### config.mk
export PLATFORM = sky130hd
export DESIGN_NAME = mem_port_arbiter
export DESIGN_NICKNAME = d
export VERILOG_FILES = /design/src/rtl/mem_arb_pkg.sv /design/src/rtl/arb_perf_counter.sv /design/src/rtl/mem_port_arbiter.sv
export SDC_FILE = /design/constraint.sdc
export NUM_CORES = 1
export LEC_CHECK = 0
export ABC_AREA = 1
export BUFFER_PORTS_ARGS = -buffer_cell sky130_fd_sc_hd__buf_2
export CAP_MARGIN = 20
export CORE_AREA = 3 3 106 108
export DETAILED_ROUTE_END_ITERATION = 16
export DIE_AREA = 0 0 109 111
export GPL_TIMING_DRIVEN = 0
export SLEW_MARGIN = 10
export SYNTH_ARGS = -nofsm -noshare
export SYNTH_HDL_FRONTEND = slang
export SYNTH_SLANG_ARGS = --single-unit
### constraint.sdc
create_clock -name clk -period 1.39 [get_ports clk]
set_input_delay 0.0695 -clock clk [delete_from_list [all_inputs] [get_ports clk]]
set_output_delay 0.0695 -clock clk [all_outputs]
set_load 0.05 [all_outputs]
### src/rtl/mem_arb_pkg.sv
// Shared types and width helpers for the unified-memory port arbiter.
package mem_arb_pkg;

    typedef enum logic {IDLE, BUSY} arb_state_e;
    typedef enum logic {OWN_IF, OWN_DM} arb_owner_e;

    // Smallest width (>=1) whose unsigned range holds v.
    function automatic int bits_for(input int v);
        for (int w = 1; w < 32; w++) begin
            if ((64'd1 << w) > 64'(v)) return w;
        end
        return 32;
    endfunction

    function automatic int be_width(input int data_w);
        return data_w / 8;
    endfunction

    // Widths for the default build (DATA_W=32, MEM_LAT=1).
    localparam int BE_W  = be_width(32);
    localparam int LAT_W = bits_for(1);

endpackage

### src/rtl/arb_perf_counter.sv
// Saturating event counter with enable; used for stall statistics when
// ARB_PERF_CNT_EN is defined.
module arb_perf_counter #(
    parameter int W = 32
) (
    input  logic         clk,
    input  logic         rst,
    input  logic         en,
    output logic [W-1:0] cnt
);

    logic [W-1:0] cnt_reg;

    always_ff @(posedge clk or posedge rst) begin
        if (rst) begin
            cnt_reg <= '0;
        end else if (en && (cnt_reg != {W{1'b1}})) begin
            cnt_reg <= cnt_reg + 1'b1;
        end
    end

    assign cnt = cnt_reg;

endmodule

### src/rtl/mem_port_arbiter.sv
// Arbitrates one single-ported memory between instruction fetch and load/store,
// one transaction in flight. Optional stall counters: ARB_PERF_CNT_EN.
module mem_port_arbiter
    import mem_arb_pkg::*;
#(
    parameter int ADDR_W     = 32,
    parameter int DATA_W     = 32,
    parameter int MEM_LAT    = 1,
    parameter int STARVE_MAX = 4
) (
    input  logic                clk,
    input  logic                rst,
    input  logic                if_req,
    input  logic [ADDR_W-1:0]   if_addr,
    output logic                if_gnt,
    output logic                if_rvalid,
    output logic [DATA_W-1:0]   if_rdata,
    input  logic                dm_req,
    input  logic                dm_we,
    input  logic [DATA_W/8-1:0] dm_be,
    input  logic [ADDR_W-1:0]   dm_addr,
    input  logic [DATA_W-1:0]   dm_wdata,
    output logic                dm_gnt,
    output logic                dm_rvalid,
    output logic [DATA_W-1:0]   dm_rdata,
    output logic                mem_req,
    output logic                mem_we,
    output logic [DATA_W/8-1:0] mem_be,
    output logic [ADDR_W-1:0]   mem_addr,
    output logic [DATA_W-1:0]   mem_wdata,
    input  logic [DATA_W-1:0]   mem_rdata,
`ifdef ARB_PERF_CNT_EN
    output logic [31:0]         perf_if_stall_cnt,
    output logic [31:0]         perf_dm_stall_cnt,
`endif
    output logic                stall_if,
    output logic                stall_mem
);

    localparam int BEN_W = be_width(DATA_W);
    localparam int LW    = bits_for(MEM_LAT);
    localparam int SW    = bits_for(STARVE_MAX);

    arb_state_e  state_reg, state_next;
    arb_owner_e  owner_reg, owner_next;
    logic [LW-1:0] lat_cnt_reg, lat_cnt_next;
    logic [SW-1:0] starve_reg, starve_next;
    logic          store_reg, store_next;

    logic complete, can_grant, force_if, grant_dm, grant_if;

    // Completion cycle doubles as an arbitration slot so transfers run back-to-back.
    assign complete  = (state_reg == BUSY) && (lat_cnt_reg == LW'(1));
    assign can_grant = ~rst && ((state_reg == IDLE) || complete);
    assign force_if  = (starve_reg == SW'(STARVE_MAX));
    assign grant_dm  = can_grant && dm_req && !(if_req && force_if);
    assign grant_if  = can_grant && if_req && !grant_dm;

    always_ff @(posedge clk or posedge rst) begin
        if (rst) begin
            state_reg   <= IDLE;
            owner_reg   <= OWN_IF;
            lat_cnt_reg <= '0;
            starve_reg  <= '0;
            store_reg   <= 1'b0;
        end else begin
            state_reg   <= state_next;
            owner_reg   <= owner_next;
            lat_cnt_reg <= lat_cnt_next;
            starve_reg  <= starve_next;
            store_reg   <= store_next;
        end
    end

    always_comb begin
        state_next   = state_reg;
        owner_next   = owner_reg;
        lat_cnt_next = lat_cnt_reg;
        starve_next  = starve_reg;
        store_next   = store_reg;
        if (state_reg == BUSY) begin
            lat_cnt_next = lat_cnt_reg - 1'b1;
            if (complete) state_next = IDLE;
        end
        if (grant_dm || grant_if) begin
            state_next   = BUSY;
            owner_next   = grant_dm ? OWN_DM : OWN_IF;
            lat_cnt_next = LW'(MEM_LAT);
            store_next   = grant_dm && dm_we;
        end
        if (grant_if) begin
            starve_next = '0;
        end else if (grant_dm && if_req && !force_if) begin
            starve_next = starve_reg + 1'b1;
        end
    end

    always_comb begin
        mem_req   = grant_dm || grant_if;
        mem_we    = 1'b0;
        mem_be    = '0;
        mem_addr  = '0;
        mem_wdata = '0;
        if (grant_dm) begin
            mem_we    = dm_we;
            mem_be    = dm_be;
            mem_addr  = dm_addr;
            mem_wdata = dm_wdata;
        end else if (grant_if) begin
            mem_be   = {BEN_W{1'b1}};
            mem_addr = if_addr;
        end
    end

    assign if_gnt    = grant_if;
    assign dm_gnt    = grant_dm;
    assign if_rvalid = complete && (owner_reg == OWN_IF);
    assign dm_rvalid = complete && (owner_reg == OWN_DM);
    assign if_rdata  = if_rvalid ? mem_rdata : '0;
    assign dm_rdata  = (dm_rvalid && !store_reg) ? mem_rdata : '0;
    assign stall_if  = ~rst && if_req && !grant_if;
    assign stall_mem = ~rst && dm_req && !grant_dm;

`ifdef ARB_PERF_CNT_EN
    arb_perf_counter #(.W(32)) u_if_stall_cnt (
        .clk (clk),
        .rst (rst),
        .en  (stall_if),
        .cnt (perf_if_stall_cnt)
    );

    arb_perf_counter #(.W(32)) u_dm_stall_cnt (
        .clk (clk),
        .rst (rst),
        .en  (stall_mem),
        .cnt (perf_dm_stall_cnt)
    );
`endif

endmodule
# Yosys cells after proc, flatten, opt, wreduce, memory -nomap -nowiden
# Index checks and enable logic that the tools add are counted.
dict set report word_totals {
  regBits 7
  input_bits 137
  output_inout_bits 140
  wordCells 53
}
dict set report op_classes {
  addsub 2
  n_eq_ne 1
  muxes 16
  bitwise 3
  n_reduce_logical 26
}
# operator count
set ops {}
lappend ops {{2-to-1 mux 32 bit} 5}
lappend ops {{logical AND 1 bit} 17}
lappend ops {{2-to-1 mux 4 bit} 2}
lappend ops {{2-to-1 mux 1 bit} 7}
lappend ops {{2-to-1 mux 3 bit} 2}
lappend ops {{logical NOT 1 bit} 5}
lappend ops {{nonzero test 2 bit} 2}
lappend ops {{adder 3 x 1 -> 3 bit, second input constant} 1}
lappend ops {{equality test 3 bit, second input constant} 1}
lappend ops {{NOT 1 bit} 3}
lappend ops {{logical OR 1 bit} 2}
lappend ops {{subtractor 1 bit, second input constant} 1}

# Longest topological paths before layout
# Gate-level depths: netlist (run 1).
dict set report logic_depth {
  ltp_word 9
  mapped_depth 8
  mapped_depth_nobuf 7
}

# Worst setup path after synthesis (run 1)
# Ideal clock, no wire load.
dict set report synth_path {
  path_type {flip-flop to output port}
  startpoint {register starve_reg[0]}
  endpoint {output port stall_mem}
  arrival_time_ps 2063
  required_ps 1321
  slack_ps -743
  path_stages_with_launch 8
  n_path_buf 1
  cell_sequence {dfrtp_1 inv_1 ha_1 nand3_1 inv_1 nor2_4 buf_6 nor3_1}
}
dict set report synth_between {
  elab_chain_len 6
}
# element line
set synth_lines {}
lappend synth_lines {{start, declared} mem_port_arbiter.sv:47} ;# logic [SW-1:0] starve_reg, starve_next;
lappend synth_lines {{start signal, assigned} mem_port_arbiter.sv:70} ;# starve_reg <= starve_next;
lappend synth_lines {{equality test 3 bit} mem_port_arbiter.sv:55} ;# assign force_if = (starve_reg == SW'(STARVE_MAX));
lappend synth_lines {{logical AND 1 bit} mem_port_arbiter.sv:56} ;# assign grant_dm = can_grant && dm_req && !(if_req && force_if);
lappend synth_lines {{logical NOT 1 bit} mem_port_arbiter.sv:56}
lappend synth_lines {{logical AND 1 bit} mem_port_arbiter.sv:56}
lappend synth_lines {{via dm_gnt} mem_port_arbiter.sv:23} ;# output logic dm_gnt,
lappend synth_lines {{logical NOT 1 bit} mem_port_arbiter.sv:122} ;# assign stall_mem = ~rst && dm_req && !grant_dm;
lappend synth_lines {{logical AND 1 bit} mem_port_arbiter.sv:122}
lappend synth_lines {{end, declared} mem_port_arbiter.sv:37} ;# output logic stall_mem
# The timed path passes the listed nets, and every way through them passes these cells.

# Final worst setup path (run 1)
dict set report layout_path {
  startpoint {register starve_reg[0]}
  endpoint {output port mem_wdata[26]}
}
dict set report layout_between {
  elab_chain_len 5
}
# element line
set layout_lines {}
lappend layout_lines {{equality test 3 bit} mem_port_arbiter.sv:55}
lappend layout_lines {{logical AND 1 bit} mem_port_arbiter.sv:56}
lappend layout_lines {{logical NOT 1 bit} mem_port_arbiter.sv:56}
lappend layout_lines {{logical AND 1 bit} mem_port_arbiter.sv:56}
lappend layout_lines {{2-to-1 mux 32 bit} mem_port_arbiter.sv:104} ;# if (grant_dm) begin
lappend layout_lines {{end, declared} mem_port_arbiter.sv:30} ;# output logic [DATA_W-1:0] mem_wdata,
# Every way passes these cells.

==> results of run 1 <==
-- cell families after synthesis --
logic type	share of synthesized area
AOI/OAI and AO/OA	0.01791
xor gates and xnor gates	0.005453
adders and majority gates	0.01557
buffers and inverters	0.2679
DFF	0.1090
and+or+nand+nor	0.5841
-- power by group --
part	internal (mW)	switching, mW
clock network	0.198	0.0792
logic	2.83	3.95
registers	0.270	0.0529
-- stage by stage --
stage                     hold WS [ns]  setup TNS (ns)  total power, mW  worst slack, ns  instances
after detailed placement      0.008915          -26.76            4.747          -0.3492        751
after global placement        0.002620          -22.26            4.701          -0.3052        751
after CTS                       0.1506          -30.59            6.976          -0.3791        793
after global routing            0.1814          -41.27            7.701          -0.4454        795
after floorplan                -0.1568          -13.16            3.828          -0.3762        339
final                           0.1712          -31.19            7.380          -0.3761        795
-- cell usage in the layout (no fill, tap or decap) --
cell type and instances:
sky130_fd_sc_hd__buf_8 83, sky130_fd_sc_hd__nand3_2 8, sky130_fd_sc_hd__dfrtp_1 6, sky130_fd_sc_hd__a21oi_4 1
sky130_fd_sc_hd__clkbuf_8 3, sky130_fd_sc_hd__bufbuf_16 1, sky130_fd_sc_hd__nor2_4 97, sky130_fd_sc_hd__nor2_1 1
sky130_fd_sc_hd__inv_2 9, sky130_fd_sc_hd__nand2_2 51, sky130_fd_sc_hd__buf_16 6, sky130_fd_sc_hd__nand3_4 5
sky130_fd_sc_hd__o211ai_1 1, sky130_fd_sc_hd__dlygate4sd3_1 1, sky130_fd_sc_hd__buf_12 16, sky130_fd_sc_hd__clkbuf_4 1
sky130_fd_sc_hd__inv_6 1, sky130_fd_sc_hd__buf_6 70, sky130_fd_sc_hd__o21ai_2 1, sky130_fd_sc_hd__clkbuf_16 5
sky130_fd_sc_hd__dfrtp_2 1, sky130_fd_sc_hd__buf_2 136, sky130_fd_sc_hd__ha_4 1, sky130_fd_sc_hd__nor3_4 2
sky130_fd_sc_hd__nand2_8 1, sky130_fd_sc_hd__nor2_2 1, sky130_fd_sc_hd__inv_1 68, sky130_fd_sc_hd__nand2_4 17
sky130_fd_sc_hd__xor2_1 1, sky130_fd_sc_hd__buf_4 17, sky130_fd_sc_hd__clkbuf_1 1, sky130_fd_sc_hd__ha_1 1
sky130_fd_sc_hd__nand2_1 19, sky130_fd_sc_hd__nand3_1 26
-- cell type report --
class / count / area [sq um] / area share
sequential: 7 / 176.4 / 0.02798
timing repair buffer: 318 / 3189 / 0.5058
tap: 136 / 170.2 / 0.02698
multi-input combinational: 234 / 2113 / 0.3351
inverter: 78 / 297.8 / 0.04722
buffer: 18 / 314.1 / 0.04980
clock buffer: 4 / 45.04 / 0.007143
-- path summary, 6_finish.rpt --
path	to	slack, ns
max	mem_wdata[26]	-0.38
min	starve_reg[1]	0.17
max reg2reg	starve_reg[1]	-0.12
min reg2reg	store_reg	0.47
max in group asynchronous	state_reg	0.69
min in group asynchronous	starve_reg[1]	0.41
-- tightest hold or removal path, cell delays in order --
cell and delay, ns:
sky130_fd_sc_hd__buf_2 0.13, sky130_fd_sc_hd__nand3_1 0.10, sky130_fd_sc_hd__nand2_1 0.05
-- routing by layer --
metal | vias up | routed length, um | track usage
li1 | 1617 | - | -
met1 | 1530 | 3568 | 0.1638
met2 | 171 | 7083 | 0.3706
met3 | 26 | 916 | 0.03844
met4 | 0 | 329 | 0.05219
met5 | - | 0 | 0
-- Yosys cell counts --
cell and number:
sky130_fd_sc_hd__nand2_1 85, sky130_fd_sc_hd__nand3_1 38, sky130_fd_sc_hd__a21oi_4 1, sky130_fd_sc_hd__o211ai_1 1, sky130_fd_sc_hd__nor3_1 1, sky130_fd_sc_hd__nor2_4 1, sky130_fd_sc_hd__ha_1 2, sky130_fd_sc_hd__nand3_2 1
sky130_fd_sc_hd__inv_2 3, sky130_fd_sc_hd__buf_2 8, sky130_fd_sc_hd__dfrtp_1 7, sky130_fd_sc_hd__clkbuf_1 3, sky130_fd_sc_hd__nor3_4 1, sky130_fd_sc_hd__inv_1 75, sky130_fd_sc_hd__buf_4 4, sky130_fd_sc_hd__nand2_2 3
sky130_fd_sc_hd__buf_6 5, sky130_fd_sc_hd__nor2_1 98, sky130_fd_sc_hd__o21ai_0 1, sky130_fd_sc_hd__xor2_1 1
-- timing repair --
| action | CTS | global route |
|---|---|---|
| resized for setup | 408 | 84 |
| endpoints found under the hold margin | 7 | 0 |
| setup buffers | 29 | 2 |
| pin swaps | 23 | 12 |
| gates cloned | 10 | 4 |
| endpoints found under the setup margin | 143 | 145 |
| hold buffers | 1 | 0 |
==> flow_results.org, run 1 <==
** Final layout
- For this run, the post-layout net count is 799.
- Measured on the finished design, the core utilization comes to 0.6108.
- # diodes :: 0
- Synthesis-to-layout area growth :: 292.5%
- Fill cells in the final layout number 827.
- Flip-flop count of the largest register, all copies and words added :: 3
- Cell area after layout :: 6306 sq um
- Share of layout cells above drive strength 1 :: 0.8103

** Route
- Drt first pass iters :: 4
- Vias after detailed routing :: 3,344
- After detailed routing, the total wire length is 11,900 um.
- Antenna-violating nets left :: 0
- Via-to-Cell Ratio :: 4.206
- In the routed design, unresolved DRC markers number 0.
- Wire length per cell :: 14.97 um
- Count of routing violations after the opening detailed-route iteration :: 106

** CTS
- CTS built an H-tree with a depth of 1.
- In this run the deepest clock path goes through 2 buffers.
- TritonCTS built the clock tree.
- After clock tree synthesis, the clock-pin slew on the worst setup and hold paths is 0.04 ns.
- The number of clock buffers added by TritonCTS is 3.
- CTS placed an instance of sky130_fd_sc_hd__clkbuf_8 at the clock tree root.
- Clk sinks :: 7
- Worst skew pair latency :: 0.22 ns

** STA
- Worst slew slack as a fraction of its limit :: 0.7579
- Based on the critical path, the design can be clocked at up to 0.5662 GHz.
- On the final layout, the worst clock skew is 0.002698 ns.
- Counting I/O delays and the setup requirement, the final critical path takes 1.766 ns.
- Number of setup violations in the final report :: 142
- Total count of hold-check failures in the final report :: 0
- Actual slew at the worst max-slew pin :: 0.3615 ns
- Slew Viols, Final :: 0
- RSZ-0062 raised after global routing :: yes
- Setup slack on the critical path of the routed design comes to -0.3761 ns.
- Final worst-path cycle share :: 1.271

** Power
- Power spread over the standard cell area amounts to 1170 nW/um^2.
- Static leakage power :: 3.195 nW
- Worst voltage drop across the vdd grid :: 649.8 uV

** Floorplan
- In this run the standard cell core region covers 10,320 sq um.
- Horizontal die dimension :: 109 um
- During I/O placement, the number of pins put on the boundary was 277.
- The floorplan has 37 rows.
- The die covers 12,100 sq um.
- Vertical die dimension :: 111 um
- Starting Density :: 0.1556

** Worst setup path
- Critical Path AT :: 1.70 ns
- The worst setup path is of the reg -> out kind.
- The worst setup path is captured at an output port.
- Critical path startpoint category :: flop
- CP max stage cell :: sky130_fd_sc_hd__dfrtp_1
- The worst register-to-register path begins at starve_reg[0].
- Counting buffers and inverters, the worst setup path is 9 cells deep.
- Critical path, cell by cell :: inv_2 > ha_4 > nand3_4 > nand3_4 > buf_12 > buf_8 > buf_12 > nor2_4 > buf_8
- Top delay family on crit path :: buffers and inverters
- STA puts the critical path data required time at 1.32 ns.
- Buf+Inv Stages, Crit Path :: 5
- The critical path starts at starve_reg[0].
- In this design, the stage delay of the slowest critical-path cell is 0.36 ns.
- In this run the worst path has a maximum fanout of 8.
- Worst Reg2Reg Path Length in Cells :: 10

** Synthesis
- Cell types occupying the most area after synthesis :: sky130_fd_sc_hd__nor2_1 (23%), sky130_fd_sc_hd__nand2_1 (20%), sky130_fd_sc_hd__inv_1 (18%)
- Cell area after technology mapping :: 1607 sq um
- Each instance of the synthesized netlist takes up on average 4.739 sq um.
- Synth top area share :: 0.2290
- Counting distinct cell types in the post-synthesis netlist gives 20.
- Yosys top cell by area :: sky130_fd_sc_hd__nor2_1
- Register bit count reported by yosys :: 7
- After technology mapping, the gate count stands at 339.
- Yosys synthesis warning count :: 0
- Counting every net in the synthesized netlist gives 478.
- Portion of the post-synthesis area used by sequential elements :: 0.1090

** Place
- The congestion estimate from routability-driven global placement came to 0.7696.
- After legalization and detailed placement, the total HPWL measured 7812 um.
- # port buffers :: 276
- Post-Place Cell Area :: 4073 sq um

** GRT
- Wire length of the first global-routing pass :: 17,470 um
- Entering global routing, the biggest net connects 11 pins.
- Across every metal layer, demand over resource in global routing totals 0.1781.
- GR Overflow Total :: 0
- The initial antenna violation count is 0.
- Vias in the first global route :: 3,606

** Worst hold path
- Cell count of the worst hold path :: 3
- The worst hold path belongs to the class in -> reg.
- Launch instance of the worst min-delay path :: if_req

** Status
- The final reports fail on setup timing.
- Outcome :: finished with violations

** Flow run
- Reported max-cap violation count :: 0
Power figures use the tool's default switching activity.
==> inputs of run 2 (changes only) <==
--- a/config.mk
+++ b/config.mk
@@ -6,11 +6,11 @@
 export NUM_CORES = 1
 export LEC_CHECK = 0
 export ABC_AREA = 1
-export BUFFER_PORTS_ARGS = -buffer_cell sky130_fd_sc_hd__buf_2
 export CAP_MARGIN = 20
-export CORE_AREA = 3 3 106 108
+export CORE_AREA = 3 3 107 109
 export DETAILED_ROUTE_END_ITERATION = 16
-export DIE_AREA = 0 0 109 111
+export DIE_AREA = 0 0 110 112
+export DONT_BUFFER_PORTS = 1
 export GPL_TIMING_DRIVEN = 0
 export SLEW_MARGIN = 10
 export SYNTH_ARGS = -nofsm -noshare
==> flow_results.org, run 2 (synthesis results as in run 1) <==
** Status
- Outcome :: finished with violations
- The final reports fail on setup timing.

** Worst setup path
- Critical Path Fanout Max :: 5
- Data on the critical path is required at its endpoint by 1.32 ns.
- STA puts the critical path data arrival time at 1.99 ns.
- Critical path capture point type :: output port
- The startpoint identified for the worst register-to-register timing path is lat_cnt_reg.
- The endpoint identified for the worst register-to-register timing path is starve_reg[1].
- The number of cells on the worst reg-to-reg path is 12.
- The critical path is of the reg -> out type.
- Critical path startpoint category :: flop
- Reg2Reg Setup Slack :: -0.33 ns

** Flow run
- Reported max-cap violation count :: 0

** CTS
- CTS built an H-tree with a depth of 1.
- Number of buffers between clock root and the deepest sink :: 2
- Worst skew pair latency :: 0.24 ns
- For this design, the sink count on the clock tree is 7.
- Counting the buffers created by CTS gives 3.
- The tree is rooted in a sky130_fd_sc_hd__clkbuf_8.
- TritonCTS built the clock tree.
- Clock-pin transition on the worst setup and hold timing paths :: 0.04 ns

** Place
- After detailed placement, the design holds a cell count of 479.
- Post-Place Cell Area :: 2696 sq um
- # port buffers :: 0
- Setup Slack @ Placement :: -0.6058 ns
- Routability-driven placement finished with a final weighted congestion of 0.7769.
- The wire-length estimate of the detail-placed layout is 6259 um.

** STA
- Total count of hold-check failures in the final report :: 0
- For the final database, setup skew stands at 0.002555 ns.
- In the finished design, the share of the clock period the worst path needs comes to 1.482.
- Slack of the critical path :: -0.6702 ns
- RSZ-0062 raised after global routing :: yes
- The number of slew-limit violations in the final report is 0.
- Final critical delay including setup and external delays :: 2.060 ns
- For the pin with the worst max-slew slack, the measured transition is 0.7146 ns.
- TNS Setup :: -75.68 ns
- Number of setup violations in the final report :: 145
- Highest clock frequency the design can meet :: 0.4854 GHz
- Measured against its own limit, the worst slew margin works out to 0.5220.
- The tightest hold path in the finished design has a slack of 0.1832 ns.

** Route
- The count of nets left with antenna violations once routing finished came out at 0.
- Total routed wirelength :: 9624 um
- Via-to-Cell Ratio :: 4.466
- Summing over every cut layer, the via total after detailed routing is 2,394.
- The first detailed-routing pass ran for 5 iterations.
- Count of routing violations after the opening detailed-route iteration :: 80
- Wire length per cell :: 17.96 um
- Post-route DRC :: 0

** Final layout
- The register with the most flip-flops in the layout has 3 of them.
- Area of combinational cells with multiple inputs :: 2954 sq um
- Final Non-Filler Cells :: 536
- The library cell used most frequently in the layout, excluding fill and tap cells, is sky130_fd_sc_hd__nor2_4.
- In the final layout, the share of cells above drive strength 1 is 0.7449.
- The finished cells cover 4702 sq um.
- Number of nets at the end of the flow :: 536
- The number of antenna diodes in the final layout is 0.
- Most used cells in the layout excluding fill and tap cells :: sky130_fd_sc_hd__nor2_4 (98), sky130_fd_sc_hd__inv_1 (68), sky130_fd_sc_hd__nand2_8 (48), sky130_fd_sc_hd__nand3_2 (19), sky130_fd_sc_hd__buf_4 (19)
- Synthesis-to-layout area growth :: 192.7%
- Summing all flip-flop and latch instances after layout gives 176.4 sq um.
- # fillers :: 968

** Worst hold path
- Cell count of the worst hold path :: 2
- The path with the worst hold slack has its endpoint at lat_cnt_reg.
- Worst Hold Class :: in -> reg
- Launch instance of the worst min-delay path :: dm_req

** Floorplan
- Vertical die dimension :: 112 um
- After floorplanning, the core was sized to cover 10,700 sq um.
- Horizontal die dimension :: 110 um
- DIE AREA :: 12,320 sq um
- Starting Density :: 0.1502
- The floorplan has 38 rows.
- Number of top-level design ports :: 277

** Power
- For this design the static power due to leakage is 1.877 nW.
- Pwr dens :: 1318 nW/um^2
- VDD sags by at most 659.8 uV.

** GRT
- The via count of the first global-routing pass is 2,327.
- For this run, the total global-route usage over all layers was measured as 0.1219.
- The first global-routing pass estimated 11,970 um of wire.
- Pin count of the biggest net entering global routing :: 12
- The initial antenna violation count came to 0.
- GR Overflow Total :: 0
## run 2: layout make-up
type                    count  area share
flip-flops and latches      7     0.03752
clock buffers               4    0.009580
plain buffers              17     0.05907
repair buffers             55      0.1631
inverters                  78     0.06519
well taps                 140     0.03725
multi-input cells         235      0.6283
## run 2: metrics by stage
stage | util | power (mW)
CTS | 0.3379 | 5.299
finish | 0.4395 | 6.198
global placement | 0.2520 | 4.072
detailed placement | 0.2520 | 4.113
floorplan | - | 3.828
global route | 0.4395 | 6.465
## run 2: how the worst max path moves through the flow
stage / slack, ns / start / to / depth (start not counted)
3_5_place_dp: -0.61 / state_reg / dm_rdata[3] / 5
5_1_grt: -0.77 / state_reg / dm_rdata[13] / 6
3_3_place_gp: -0.59 / state_reg / dm_rdata[10] / 5
2_1_floorplan: -0.38 / state_reg / dm_rdata[10] / 5
6_report: -0.67 / state_reg / dm_rdata[13] / 6
4_1_cts: -0.69 / lat_cnt_reg / dm_rdata[3] / 6
## run 2: timing repair
action	4_1_cts	5_1_grt
hold endpoints to repair	9	0
pin swaps	41	62
setup endpoints to repair	143	147
resized for setup	122	146
gates cloned	8	6
setup buffers	19	23
hold buffers	3	0
## run 2: power breakdown
part | total [mW] | leakage, nW | switching [mW] | internal (mW)
sequential | 0.313 | 0.0868 | 0.0432 | 0.269
combinational | 5.58 | 1.77 | 3.86 | 1.72
clock | 0.306 | 0.0228 | 0.106 | 0.200
total | 6.20 | 1.88 | 4.01 | 2.19
## run 2: worst max-delay path: stages, from the launching register on
cell and delay [ns]:
sky130_fd_sc_hd__dfrtp_2 0.38, sky130_fd_sc_hd__inv_2 0.05, sky130_fd_sc_hd__nor3_4 0.61, sky130_fd_sc_hd__nand2_4 0.09, sky130_fd_sc_hd__buf_8 0.17, sky130_fd_sc_hd__buf_12 0.14, sky130_fd_sc_hd__nor2_4 0.30
## run 2: layer usage
layer,part of all wire,global-route usage,vias up
met5,0,0,-
met4,0.0065,0.004988,0
met3,0.089,0.02725,6
met2,0.60,0.2528,160
met1,0.31,0.1251,1130
li1,-,-,1098
==> inputs of run 3 (changes only) <==
--- a/config.mk
+++ b/config.mk
@@ -16,3 +16,4 @@
 export SYNTH_ARGS = -nofsm -noshare
 export SYNTH_HDL_FRONTEND = slang
 export SYNTH_SLANG_ARGS = --single-unit
+export TNS_END_PERCENT = 5
==> flow_results.org, run 3 (synthesis results as in run 1) <==
** Status
- Outcome :: finished with violations
- Violations in the final reports :: hold timing, setup timing

** Worst setup path
- CP max stage cell :: sky130_fd_sc_hd__nor2_4
- Class of the most critical setup path :: reg -> out
- STA puts the critical path data arrival time at 1.97 ns.
- Reg2Reg Setup Slack :: -0.09 ns
- Buf+Inv Stages, Crit Path :: 3
- Top delay family on crit path :: simple AND/OR/NAND/NOR gates
- STA classifies the critical path startpoint as a flop.
- The largest single stage delay on the critical path is 0.38 ns.
- The worst setup path is captured at an output port.
- In this run the critical register-to-register path is launched from starve_reg[0].
- The worst register-to-register path ends at owner_reg.
- In this run the worst path has a maximum fanout of 5.
- At the worst endpoint, the required time is 1.32 ns.
- Logic depth of the worst setup path including buffers :: 8
- The worst register-to-register path has a depth of 8.
- The critical path goes through inv_2 > ha_2 > nand3_2 > nand3_4 > buf_8 > nand2_4 > clkinvlp_4 > nor2_4.

** CTS
- In this run the number of H-tree levels came out at 1.
- The number of clock buffers added by TritonCTS is 3.
- Clock Root Buffer :: sky130_fd_sc_hd__clkbuf_8
- Number of buffers between clock root and the deepest sink :: 2
- Clock tree from TritonCTS :: built
- At the later pin of the worst-skew pair, clock insertion delay measures 0.23 ns.
- Clk sinks :: 7
- Clock-pin transition on the worst setup and hold timing paths :: 0.05 ns

** Floorplan
- The floorplan has 38 rows.
- DIE AREA :: 12,320 sq um
- Horizontal die dimension :: 110 um
- Placeable Area :: 10,700 sq um
- From bottom edge to top edge, the die measures 112 um.
- For this configuration, the core starts out at a cell density of 0.1502.
- 277 I/O pins were placed.

** STA
- Setup violations remaining at the end of the flow were counted as 143.
- Total count of hold-check failures in the final report :: 1
- Final worst-path cycle share :: 1.470
- In this run the tightest slew margin relative to its limit is 0.4076.
- Slack of the critical path :: -0.6528 ns
- After layout, the minimum clock period comes to 2.043 ns.
- Final-layout worst hold slack :: -0.01596 ns
- Slew Viols, Final :: 0
- RSZ-0062 raised after global routing :: yes
- Highest clock frequency the design can meet :: 0.4895 GHz
- Final worst clock skew :: 0.004537 ns
- At the pin with the least slew margin, the transition time is 0.8854 ns.

** Route
- Vias after detailed routing :: 2,207
- After detailed routing, the average wire length per cell comes to 15.52 um.
- For this run, the detailed router's first-pass iteration total came to 6.
- The detail route stage leaves a number of antenna-violating nets equal to 0.
- For this run, design rule violations remaining after detail routing come to 0.
- Count of routing violations after the opening detailed-route iteration :: 50
- Wires add up to 7730 um.
- Via-to-Cell Ratio :: 4.432

** Final layout
- The finished cells cover 3000 sq um.
- Number of nets at the end of the flow :: 498
- Most used cells in the layout excluding fill and tap cells :: sky130_fd_sc_hd__nor2_4 (74), sky130_fd_sc_hd__inv_1 (71), sky130_fd_sc_hd__nand2_1 (49), sky130_fd_sc_hd__nand3_1 (36), sky130_fd_sc_hd__nand2_4 (35)
- The area growth from synthesis to layout is 86.76%.
- The layout has 1,144 filler cells.
- Final Non-Filler Cells :: 498
- In the final layout, the share of cells above drive strength 1 is 0.5112.
- Utilization after layout :: 0.2805
- # diodes :: 0
- Flip-flop count of the largest register, all copies and words added :: 3
- Most common cell after layout, fill and taps aside :: sky130_fd_sc_hd__nor2_4

** Place
- Hpwl dp :: 5915 um
- Setup Slack @ Placement :: -0.6043 ns
- The number of placed instances, taps included, is 479.
- Final weighted congestion in routability-driven placement :: 0.7089
- The placed instances occupy a cell area of 2135 sq um.
- During placement, the flow inserted port buffers numbering 0.

** Worst hold path
- Cell count of the worst hold path :: 2
- The path with the worst hold slack has its endpoint at store_reg.
- Worst Hold Class :: in -> reg
- Launch instance of the worst min-delay path :: dm_we

** Power
- Pwr dens :: 1567 nW/um^2
- In this run the static leakage power is 1.377 nW.
- Worst voltage drop across the vdd grid :: 588.5 uV

** GRT
- Summed over all layers, the global routing overflow is 0.
- Antenna violations before repair :: 0
- The via count of the first global-routing pass came to 2,050.
- GRT Resource Usage Total :: 0.1084
- Entering global routing, the biggest net connects 11 pins.
- The first global-routing pass estimated 10,290 um of wire.

** Flow run
- Reported max-cap violation count :: 0
## run 3: cell types whose count changed in the layout (fill, tap and decap cells not counted), sizes merged
| cell | before | now |
|---|---|---|
| clkbuf | 14 | 8 |
| inv | 75 | 76 |
| dlygate4sd3 | 3 | 2 |
| a21oi | 2 | 1 |
| clkinvlp | 3 | 2 |
| buf | 59 | 29 |
## run 3: metrics by stage
stage                     power [mW]  setup TNS [ns]
after floorplan                3.425          -29.62
after global placement         3.668          -54.88
after detailed placement       3.704          -58.59
after CTS                      4.519          -75.40
after global routing           4.936          -82.06
final                          4.701          -66.43
## run 3: worst max path at each step
| stage | startpoint | slack [ns] | endpoint |
|---|---|---|---|
| 6_report | starve_reg[0] | -0.65 | stall_if |
| 5_1_grt | owner_reg | -0.74 | if_rdata[17] |
| 4_1_cts | lat_cnt_reg | -0.68 | dm_rdata[17] |
| 3_5_place_dp | state_reg | -0.60 | dm_rdata[0] |
| 3_3_place_gp | state_reg | -0.59 | dm_rdata[0] |
| 2_1_floorplan | state_reg | -0.38 | dm_rdata[10] |
## run 3: final cells by class
cell class              count  area, sq um  area share
flip-flops and latches      7        176.4     0.05880
well taps                 140        175.2     0.05838
plain buffers              20        242.7     0.08090
clock buffers               4        45.04     0.01501
repair buffers             15        162.7     0.05421
multi-input cells         234         1898      0.6326
inverters                  78        300.3      0.1001
## run 3: power by group
part | internal, mW | switching, mW
clock network | 0.200 | 0.101
registers | 0.269 | 0.0469
logic | 0.854 | 3.23
total | 1.32 | 3.38
## run 3: layer usage
metal,part of all wire,vias to the layer above,GRT usage
met5,0,-,0
met1,0.30,1024,0.1013
met4,0.010,0,0.02494
met2,0.59,169,0.2233
li1,-,1010,-
met3,0.095,4,0.02841
## run 3: worst reg2reg max path, stage by stage (launching register included)
cell,delay (ns)
sky130_fd_sc_hd__dfrtp_1,0.39
sky130_fd_sc_hd__inv_2,0.07
sky130_fd_sc_hd__ha_2,0.17
sky130_fd_sc_hd__nand3_2,0.11
sky130_fd_sc_hd__nand3_4,0.11
sky130_fd_sc_hd__buf_8,0.15
sky130_fd_sc_hd__buf_4,0.13
sky130_fd_sc_hd__buf_12,0.13
sky130_fd_sc_hd__o21ai_0,0.09
## run 3: repair_timing
action,CTS,global route
endpoints found under the hold margin,8,0
setup endpoints to repair,143,144
setup buffers,6,5
cloned,1,1
gates resized for setup,135,43
hold buffers,2,0
pin swaps,10,14
